<file path="src/rtl/mips_dmem_bridge_if.sv">
// ---------------------------------------------------------------------------
// mips_dmem_bridge_if
//
// Bus side of the MIPS data-memory bridge: one request channel and one
// response strobe.
//
// Handshake rules:
//   * A request transfers on a rising clk edge where bus_req_valid=1 and
//     bus_req_ready=1. After valid rises, it stays high and addr/we/wdata
//     stay stable until that edge. Valid never drops before the transfer.
//     The ready signal may be high while valid is low, and this has no effect.
//   * bus_resp_valid is a one-cycle strobe with no back-pressure. The
//     requester takes bus_resp_rdata only while it is waiting for a
//     response. At any other time it ignores the strobe.
//   * bus_req_we == 4'b0000 marks a read; any other value marks a write with
//     byte enables (bit 3 = byte at address offset 0).
//
// Modports:
//   master : the bridge (drives the request, receives the response)
//   slave  : the memory / bus model
// ---------------------------------------------------------------------------
interface mips_dmem_bridge_if;
    logic        bus_req_valid;
    logic        bus_req_ready;
    logic [31:0] bus_req_addr;
    logic [3:0]  bus_req_we;
    logic [31:0] bus_req_wdata;
    logic        bus_resp_valid;
    logic [31:0] bus_resp_rdata;

    modport master (
        output bus_req_valid,
        output bus_req_addr,
        output bus_req_we,
        output bus_req_wdata,
        input  bus_req_ready,
        input  bus_resp_valid,
        input  bus_resp_rdata
    );

    modport slave (
        input  bus_req_valid,
        input  bus_req_addr,
        input  bus_req_we,
        input  bus_req_wdata,
        output bus_req_ready,
        output bus_resp_valid,
        output bus_resp_rdata
    );
endinterface

</file>
<file path="src/rtl/mips_dmem_bridge.sv">
// ---------------------------------------------------------------------------
// mips_dmem_bridge
//
// This block joins the data-memory port of a pipelined MIPS CPU to a
// valid/ready request bus. The request bus has a separate one-cycle
// response strobe. While a load or store is in flight, the bridge holds
// the CPU pipeline frozen through cpu_en. Load data is registered and
// returned to the CPU M stage.
//
// Ports:
//   clk                 single clock, rising edge
//   rst                 synchronous reset, active low
//   en_in               global run enable from the system
//   cpu_mem_read_en     load request from the CPU X stage
//   cpu_mem_write_en    store byte enables (bit 3 = addr offset 0)
//   cpu_mem_addr        access address (byte address)
//   cpu_mem_write_data  store data
//   cpu_mem_read_data   registered load data
//   cpu_en              CPU enable, 0 = pipeline frozen
//   bus                 request/response bus (master modport)
//   bus_err             sticky timeout flag, cleared only by reset
//   stall_count         wrapping count of cycles with en_in=1 and cpu_en=0
//   state_dbg           current FSM state (0 IDLE, 1 REQ, 2 WAIT, 3 DONE)
//
// Parameter:
//   TIMEOUT             the most WAIT cycles allowed before a missing
//                       response is forced to complete with an error
// ---------------------------------------------------------------------------
module mips_dmem_bridge #(
    parameter int unsigned TIMEOUT = 255
) (
    input  logic                      clk,
    input  logic                      rst,
    input  logic                      en_in,
    input  logic                      cpu_mem_read_en,
    input  logic [3:0]                cpu_mem_write_en,
    input  logic [31:0]               cpu_mem_addr,
    input  logic [31:0]               cpu_mem_write_data,
    output logic [31:0]               cpu_mem_read_data,
    output logic                      cpu_en,
    mips_dmem_bridge_if.master        bus,
    output logic                      bus_err,
    output logic [31:0]               stall_count,
    output logic [1:0]                state_dbg
);

    // The WAIT counter holds the number of WAIT cycles already spent, so it
    // only has to reach TIMEOUT-1. The timeout fires in the WAIT cycle
    // that sees that value, which is the TIMEOUT-th WAIT cycle.
    localparam int unsigned CNT_W     = (TIMEOUT < 2) ? 1 : $clog2(TIMEOUT);
    localparam int unsigned LAST_WAIT = (TIMEOUT == 0) ? 0 : TIMEOUT - 1;

    localparam logic [31:0] TIMEOUT_RDATA = 32'hDEAD_BEEF;

    typedef enum logic [1:0] {
        ST_IDLE = 2'd0,
        ST_REQ  = 2'd1,
        ST_WAIT = 2'd2,
        ST_DONE = 2'd3
    } state_t;

    state_t             state_q,    state_d;
    logic [31:0]        addr_q,     addr_d;
    logic [3:0]         we_q,       we_d;
    logic [31:0]        wdata_q,    wdata_d;
    logic               rd_q,       rd_d;
    logic [31:0]        rdata_q,    rdata_d;
    logic               err_q,      err_d;
    logic [31:0]        stall_q,    stall_d;
    logic [CNT_W-1:0]   wait_cnt_q, wait_cnt_d;

    logic               access;

    // -----------------------------------------------------------------------
    // State register
    // -----------------------------------------------------------------------
    always_ff @(posedge clk) begin
        if (!rst) begin
            state_q    <= ST_IDLE;
            addr_q     <= '0;
            we_q       <= '0;
            wdata_q    <= '0;
            rd_q       <= 1'b0;
            rdata_q    <= '0;
            err_q      <= 1'b0;
            stall_q    <= '0;
            wait_cnt_q <= '0;
        end else begin
            state_q    <= state_d;
            addr_q     <= addr_d;
            we_q       <= we_d;
            wdata_q    <= wdata_d;
            rd_q       <= rd_d;
            rdata_q    <= rdata_d;
            err_q      <= err_d;
            stall_q    <= stall_d;
            wait_cnt_q <= wait_cnt_d;
        end
    end

    // -----------------------------------------------------------------------
    // Next-state and output logic
    // -----------------------------------------------------------------------
    always_comb begin
        state_d    = state_q;
        addr_d     = addr_q;
        we_d       = we_q;
        wdata_d    = wdata_q;
        rd_d       = rd_q;
        rdata_d    = rdata_q;
        err_d      = err_q;
        wait_cnt_d = wait_cnt_q;
        stall_d    = stall_q;
        cpu_en     = 1'b0;

        access = cpu_mem_read_en | (|cpu_mem_write_en);

        unique case (state_q)
            ST_IDLE: begin
                cpu_en = en_in & ~access;
                if (en_in && access) begin
                    // Word-align the address here so the bus sees a
                    // word address.
                    addr_d  = cpu_mem_addr & 32'hFFFF_FFFC;
                    we_d    = cpu_mem_write_en;
                    wdata_d = cpu_mem_write_data;
                    // A store wins over a load raised in the same cycle.
                    rd_d    = (cpu_mem_write_en == 4'b0000);
                    state_d = ST_REQ;
                end
            end

            ST_REQ: begin
                if (bus.bus_req_ready) begin
                    wait_cnt_d = '0;
                    state_d    = ST_WAIT;
                end
            end

            ST_WAIT: begin
                // If a response arrives in the timeout cycle, the response
                // wins.
                if (bus.bus_resp_valid) begin
                    if (rd_q) begin
                        rdata_d = bus.bus_resp_rdata;
                    end
                    state_d = ST_DONE;
                end else if (wait_cnt_q == CNT_W'(LAST_WAIT)) begin
                    err_d = 1'b1;
                    if (rd_q) begin
                        rdata_d = TIMEOUT_RDATA;
                    end
                    state_d = ST_DONE;
                end else begin
                    wait_cnt_d = wait_cnt_q + CNT_W'(1);
                end
            end

            ST_DONE: begin
                // The CPU still shows the access that just completed, so
                // its request lines are ignored here. The next edge with
                // en_in=1 advances the pipeline past that access.
                cpu_en = en_in;
                if (en_in) begin
                    state_d = ST_IDLE;
                end
            end

            default: begin
                state_d = ST_IDLE;
            end
        endcase

        // Keep the pipeline frozen while reset is applied.
        if (!rst) begin
            cpu_en = 1'b0;
        end

        if (en_in && !cpu_en) begin
            stall_d = stall_q + 32'd1;
        end
    end

    // -----------------------------------------------------------------------
    // Outputs
    // -----------------------------------------------------------------------
    assign bus.bus_req_valid  = (state_q == ST_REQ);
    assign bus.bus_req_addr   = addr_q;
    assign bus.bus_req_we     = we_q;
    assign bus.bus_req_wdata  = wdata_q;

    assign cpu_mem_read_data  = rdata_q;
    assign bus_err            = err_q;
    assign stall_count        = stall_q;
    assign state_dbg          = state_q;

endmodule

</file>
<file path="src/flat_wrapper.sv">
// flat-port wrapper written by rule: the top's interface ports become plain ports
module mips_dmem_bridge_flat 
#(
    parameter int unsigned TIMEOUT = 255
)
  (clk, rst, en_in, cpu_mem_read_en, cpu_mem_write_en, cpu_mem_addr, cpu_mem_write_data, cpu_mem_read_data, cpu_en, bus_err, stall_count, state_dbg, bus_bus_req_valid, bus_bus_req_addr, bus_bus_req_we, bus_bus_req_wdata, bus_bus_req_ready, bus_bus_resp_valid, bus_bus_resp_rdata);
  mips_dmem_bridge_if bus_i ();
  input  logic clk;
  input  logic rst;
  input  logic en_in;
  input  logic cpu_mem_read_en;
  input  logic [3:0] cpu_mem_write_en;
  input  logic [31:0] cpu_mem_addr;
  input  logic [31:0] cpu_mem_write_data;
  output logic [31:0] cpu_mem_read_data;
  output logic cpu_en;
  output logic bus_err;
  output logic [31:0] stall_count;
  output logic [1:0] state_dbg;
  output wire logic [$bits(bus_i.bus_req_valid)-1:0] bus_bus_req_valid;
  output wire logic [$bits(bus_i.bus_req_addr)-1:0] bus_bus_req_addr;
  output wire logic [$bits(bus_i.bus_req_we)-1:0] bus_bus_req_we;
  output wire logic [$bits(bus_i.bus_req_wdata)-1:0] bus_bus_req_wdata;
  input wire logic [$bits(bus_i.bus_req_ready)-1:0] bus_bus_req_ready;
  input wire logic [$bits(bus_i.bus_resp_valid)-1:0] bus_bus_resp_valid;
  input wire logic [$bits(bus_i.bus_resp_rdata)-1:0] bus_bus_resp_rdata;
  assign bus_bus_req_valid = bus_i.bus_req_valid;
  assign bus_bus_req_addr = bus_i.bus_req_addr;
  assign bus_bus_req_we = bus_i.bus_req_we;
  assign bus_bus_req_wdata = bus_i.bus_req_wdata;
  assign bus_i.bus_req_ready = bus_bus_req_ready;
  assign bus_i.bus_resp_valid = bus_bus_resp_valid;
  assign bus_i.bus_resp_rdata = bus_bus_resp_rdata;
  mips_dmem_bridge #(.TIMEOUT(TIMEOUT)) u_core (.clk(clk), .rst(rst), .en_in(en_in), .cpu_mem_read_en(cpu_mem_read_en), .cpu_mem_write_en(cpu_mem_write_en), .cpu_mem_addr(cpu_mem_addr), .cpu_mem_write_data(cpu_mem_write_data), .cpu_mem_read_data(cpu_mem_read_data), .cpu_en(cpu_en), .bus(bus_i), .bus_err(bus_err), .stall_count(stall_count), .state_dbg(state_dbg));
endmodule
</file>
<file path="config.mk">
export PLATFORM = sky130hd
export DESIGN_NAME = mips_dmem_bridge_flat
export DESIGN_NICKNAME = d
export VERILOG_FILES = /design/src/rtl/mips_dmem_bridge_if.sv /design/src/rtl/mips_dmem_bridge.sv /design/src/flat_wrapper.sv
export SDC_FILE = /design/constraint.sdc
export NUM_CORES = 1
export LEC_CHECK = 0
export BUFFER_PORTS_ARGS = -buffer_cell sky130_fd_sc_hd__buf_2
export CORE_MARGIN = 1
export CORE_UTILIZATION = 47
export CTS_CLUSTER_SIZE = 20
export DETAILED_ROUTE_END_ITERATION = 7
export GPL_TIMING_DRIVEN = 0
export PLACE_DENSITY = 0.84
export SLEW_MARGIN = 20
export SYNTH_ARGS = -nofsm -noshare
export SYNTH_HDL_FRONTEND = slang
export SYNTH_SLANG_ARGS = --single-unit
</file>
<file path="constraint.sdc">
create_clock -name clk -period 3.1 [get_ports clk]
set_clock_uncertainty 0.1 [all_clocks]
set_input_delay 0.62 -clock clk [delete_from_list [all_inputs] [get_ports clk]]
set_output_delay 0.62 -clock clk [all_outputs]
set_load 0.01 [all_outputs]
</file>
==> flow_summary.rst <==
.. list-table::
   :header-rows: 1

   * - Metric
     - Value
   * - Post-Syn Area per Cell
     - 8.63 um2
   * - Max Buffers Root-to-Sink
     - 2
   * - Count of vias placed by the detailed router
     - 5,529
   * - Cell accounting for the most synthesized area
     - sky130_fd_sc_hd__dfxtp_1
   * - Reg clk slew, reported paths
     - 0.06 ns
   * - Insertion delay to the later sink of the worst-skew pair
     - 0.42 ns
   * - Die W
     - 111 um
   * - Congestion Overflow GR
     - 0
   * - Synthesized area
     - 5560 um2
   * - Total global routing track utilization
     - 0.260
   * - Power density normalized to cell area
     - 701 nW/um2
   * - Maximum number of pins on one net before global-route repair
     - 17
   * - Number of standard cells after synthesis
     - 644
   * - Synth warn
     - 0
   * - Worst relative slew slack
     - 0.523
   * - Number of max-cap violations
     - 0
   * - FF-to-FF Start
     - u_core.state_dbg[0]
   * - Endpoint required time on the critical path
     - 2.38 ns
   * - Part of the total power dissipated in combinational logic
     - 0.212
   * - Arrival time at the worst endpoint
     - 2.23 ns
   * - Top-area cell type share of the netlist area
     - 0.511
   * - Hold_ws
     - 0.333 ns
   * - DRC violation count after routing
     - 0
   * - Resized cells post-CTS
     - 0
   * - Post-route insts no fill
     - 1,057
   * - Growth of design area from synthesis to finish
     - 35.3%
   * - Share of final-layout standard cells stronger than drive strength 1
     - 0.330
   * - Number of buffers created by CTS
     - 17
   * - Power dissipated by switching net loads
     - 1.58 mW
   * - Initial antenna violation count
     - 0
   * - Via-per-instance ratio
     - 5.23
   * - Hold path startpoint
     - cpu_mem_write_data[14]
   * - Number of global-route vias before repair
     - 5,402
   * - Main synth FF type
     - sky130_fd_sc_hd__dfxtp_1
   * - Ys async rst share
     - 0
   * - Kind of end point of the critical path
     - primary output
   * - Clock tree from TritonCTS
     - done
   * - Share of total power in the clock network
     - 0.386
   * - Number of H-tree levels
     - 4
   * - Core Region
     - 11,500 um2
   * - Type of the worst setup path
     - in -> out
   * - Initial standard-cell utilization of the core
     - 0.485
   * - Dominant cells by area after synthesis
     - sky130_fd_sc_hd__dfxtp_1 51%, sky130_fd_sc_hd__nand2_1 11%, sky130_fd_sc_hd__a21oi_1 7.6%, sky130_fd_sc_hd__o221a_2 4.9%, sky130_fd_sc_hd__nand4_1 2.5%
   * - Worst-margin pin slew
     - 0.714 ns
   * - Final net count
     - 1,015
   * - Post-route ant nets
     - 0
   * - Post-synth EDFFs
     - 0
   * - RSZ-0062 raised after global routing
     - false
   * - Critical Path Source Type
     - input pin
   * - Total Die Area
     - 12,300 um2
   * - DRT Pass-1 Iters
     - 4
   * - # port buffers
     - 237
   * - Site row count
     - 39
   * - Post-CTS Setup Bufs
     - 0
   * - Fin. max-slew vios
     - 0
   * - Highest ir drop seen on vdd
     - 0.000577 V
   * - Final design utilization
     - 0.656
   * - Global-route wire length before repair
     - 25,700 um
   * - Endpoints failing setup
     - 0
   * - Placed Cells incl. Taps
     - 1,025
   * - Clock period minus final worst setup slack
     - 2.95 ns
   * - Proportion of synthesized chip area in sequential cells
     - 0.511
   * - Result of the run
     - finished clean
   * - Final wirelength
     - 15,600 um
   * - Root buffer selected by CTS
     - sky130_fd_sc_hd__clkbuf_16
   * - Proportion of power drawn by flip-flops and latches
     - 0.401
   * - Netlist cell types
     - 50
   * - Number of DRC markers in iteration 0
     - 297
   * - DP Wirelength
     - 11,400 um
   * - Switching Fraction
     - 0.300
   * - Count leader, synth
     - sky130_fd_sc_hd__nand2_1
   * - Fin. Hold Viols
     - 0
   * - Hold Crit Class
     - in -> reg
   * - Peak Freq
     - 338 MHz
   * - Number of synthesized register bits
     - 142
   * - Number of diodes added for antenna fixing
     - 0
   * - Die Y
     - 111 um
   * - CTS Hold Buffers Added
     - 0
   * - Leakage
     - 3.32 nW
   * - Post-Route Setup TNS
     - 0 ns
   * - Final weighted congestion of routability-driven global placement
     - 0.818
   * - Sink count of the clock tree
     - 142
   * - Largest fanout of any net on the critical path
     - 7
   * - Top-level port count
     - 243
   * - Start point of the critical path
     - cpu_mem_write_en[3]
   * - Internal power consumption
     - 3.69 mW
   * - Commonest cells in the synthesized netlist
     - 158 x sky130_fd_sc_hd__nand2_1, 142 x sky130_fd_sc_hd__dfxtp_1, 84 x sky130_fd_sc_hd__a21oi_1
   * - Share of the cycle needed by the critical path after routing
     - 0.953
   * - Per-cell routed wire length
     - 14.7 um
[logic make-up after synthesis]
family | share of synthesized area
XOR/XNOR | 0.0362
buffers and inverters | 0.0374
other | 0.000675
adder cells (fa/ha/maj) | 0.0180
AO/OA/AOI/OAI | 0.170
multiplexers | 0.00360
flip-flops | 0.511
AND/OR/NAND/NOR | 0.222
[layer usage]
| layer | GRT usage | up-vias | routed length [um] | share of wire |
|---|---|---|---|---|
| li1 | - | 2755 | - | - |
| met1 | 0.298 | 2519 | 6390 | 0.41 |
| met2 | 0.439 | 219 | 7540 | 0.48 |
| met3 | 0.0858 | 36 | 1200 | 0.077 |
| met4 | 0.116 | 0 | 430 | 0.028 |
| met5 | 0 | - | 0 | 0 |
[state kept, by name (all words and copies together) (netlist names)]
signal,count
u_core.bus.bus_req_wdata,32
u_core.bus.bus_req_addr,30
u_core.bus_err,1
u_core.stall_count,32
u_core.state_dbg,2
u_core.bus.bus_req_we,4
u_core.wait_cnt_q,8
u_core.rd_q,1
u_core.cpu_mem_read_data,32
[worst max-delay path: stages]
cell and delay, ns:
sky130_fd_sc_hd__buf_2 0.10, sky130_fd_sc_hd__or4_1 0.52, sky130_fd_sc_hd__buf_2 0.20, sky130_fd_sc_hd__nor2_1 0.14, sky130_fd_sc_hd__a21oi_1 0.08, sky130_fd_sc_hd__nor4b_1 0.37
sky130_fd_sc_hd__buf_2 0.20
[worst paths after layout]
check             depth (start not counted)                      endpoint  slack, ns
setup / recovery                          7                        cpu_en       0.15
hold / removal                            3  u_core.bus.bus_req_wdata[14]       0.33
setup reg to reg                          8        u_core.stall_count[25]       0.37
hold reg to reg                           2   u_core.bus.bus_req_addr[10]       0.35
[cells in the final DEF, fill, tap and decap left out, types with 14 or more instances in the layout]
cell	instances
sky130_fd_sc_hd__clkbuf_1	39
sky130_fd_sc_hd__o21ai_0	15
sky130_fd_sc_hd__clkbuf_16	17
sky130_fd_sc_hd__a21oi_1	84
sky130_fd_sc_hd__nand4_1	22
sky130_fd_sc_hd__nor2_1	31
sky130_fd_sc_hd__dfxtp_1	142
sky130_fd_sc_hd__o221a_2	24
sky130_fd_sc_hd__xnor2_1	15
sky130_fd_sc_hd__nand2_1	158
sky130_fd_sc_hd__buf_2	241
sky130_fd_sc_hd__nand3_1	14
[power by group through the flow]
stage	sequential (mW)	combinational (mW)	clock (mW)
3_5_place_dp	2.15	1.11	0
6_report	2.12	1.12	2.04
5_1_grt	2.14	1.25	2.15
3_3_place_gp	2.14	1.10	0
4_1_cts	2.12	1.12	2.06
2_1_floorplan	2.23	0.580	0
[through the flow]
stage	total power [mW]	setup WS, ns	cell area [um2]
2_1_floorplan	2.81	0.435	5560
3_3_place_gp	3.24	-0.0375	6930
3_5_place_dp	3.26	-0.0828	6930
4_1_cts	5.31	0.166	7520
5_1_grt	5.54	0.0547	7520
6_report	5.27	0.146	7520
[cell type report]
class	instances	area, um2
clock inverter	11	141
clock buffer	21	450
timing repair buffer	237	1190
multi-input combinational	451	2510
sequential	142	2840
buffer	44	178
fill	982	3950
tap	143	179
inverter	8	30.0
(Power assumes the default switching activity.)
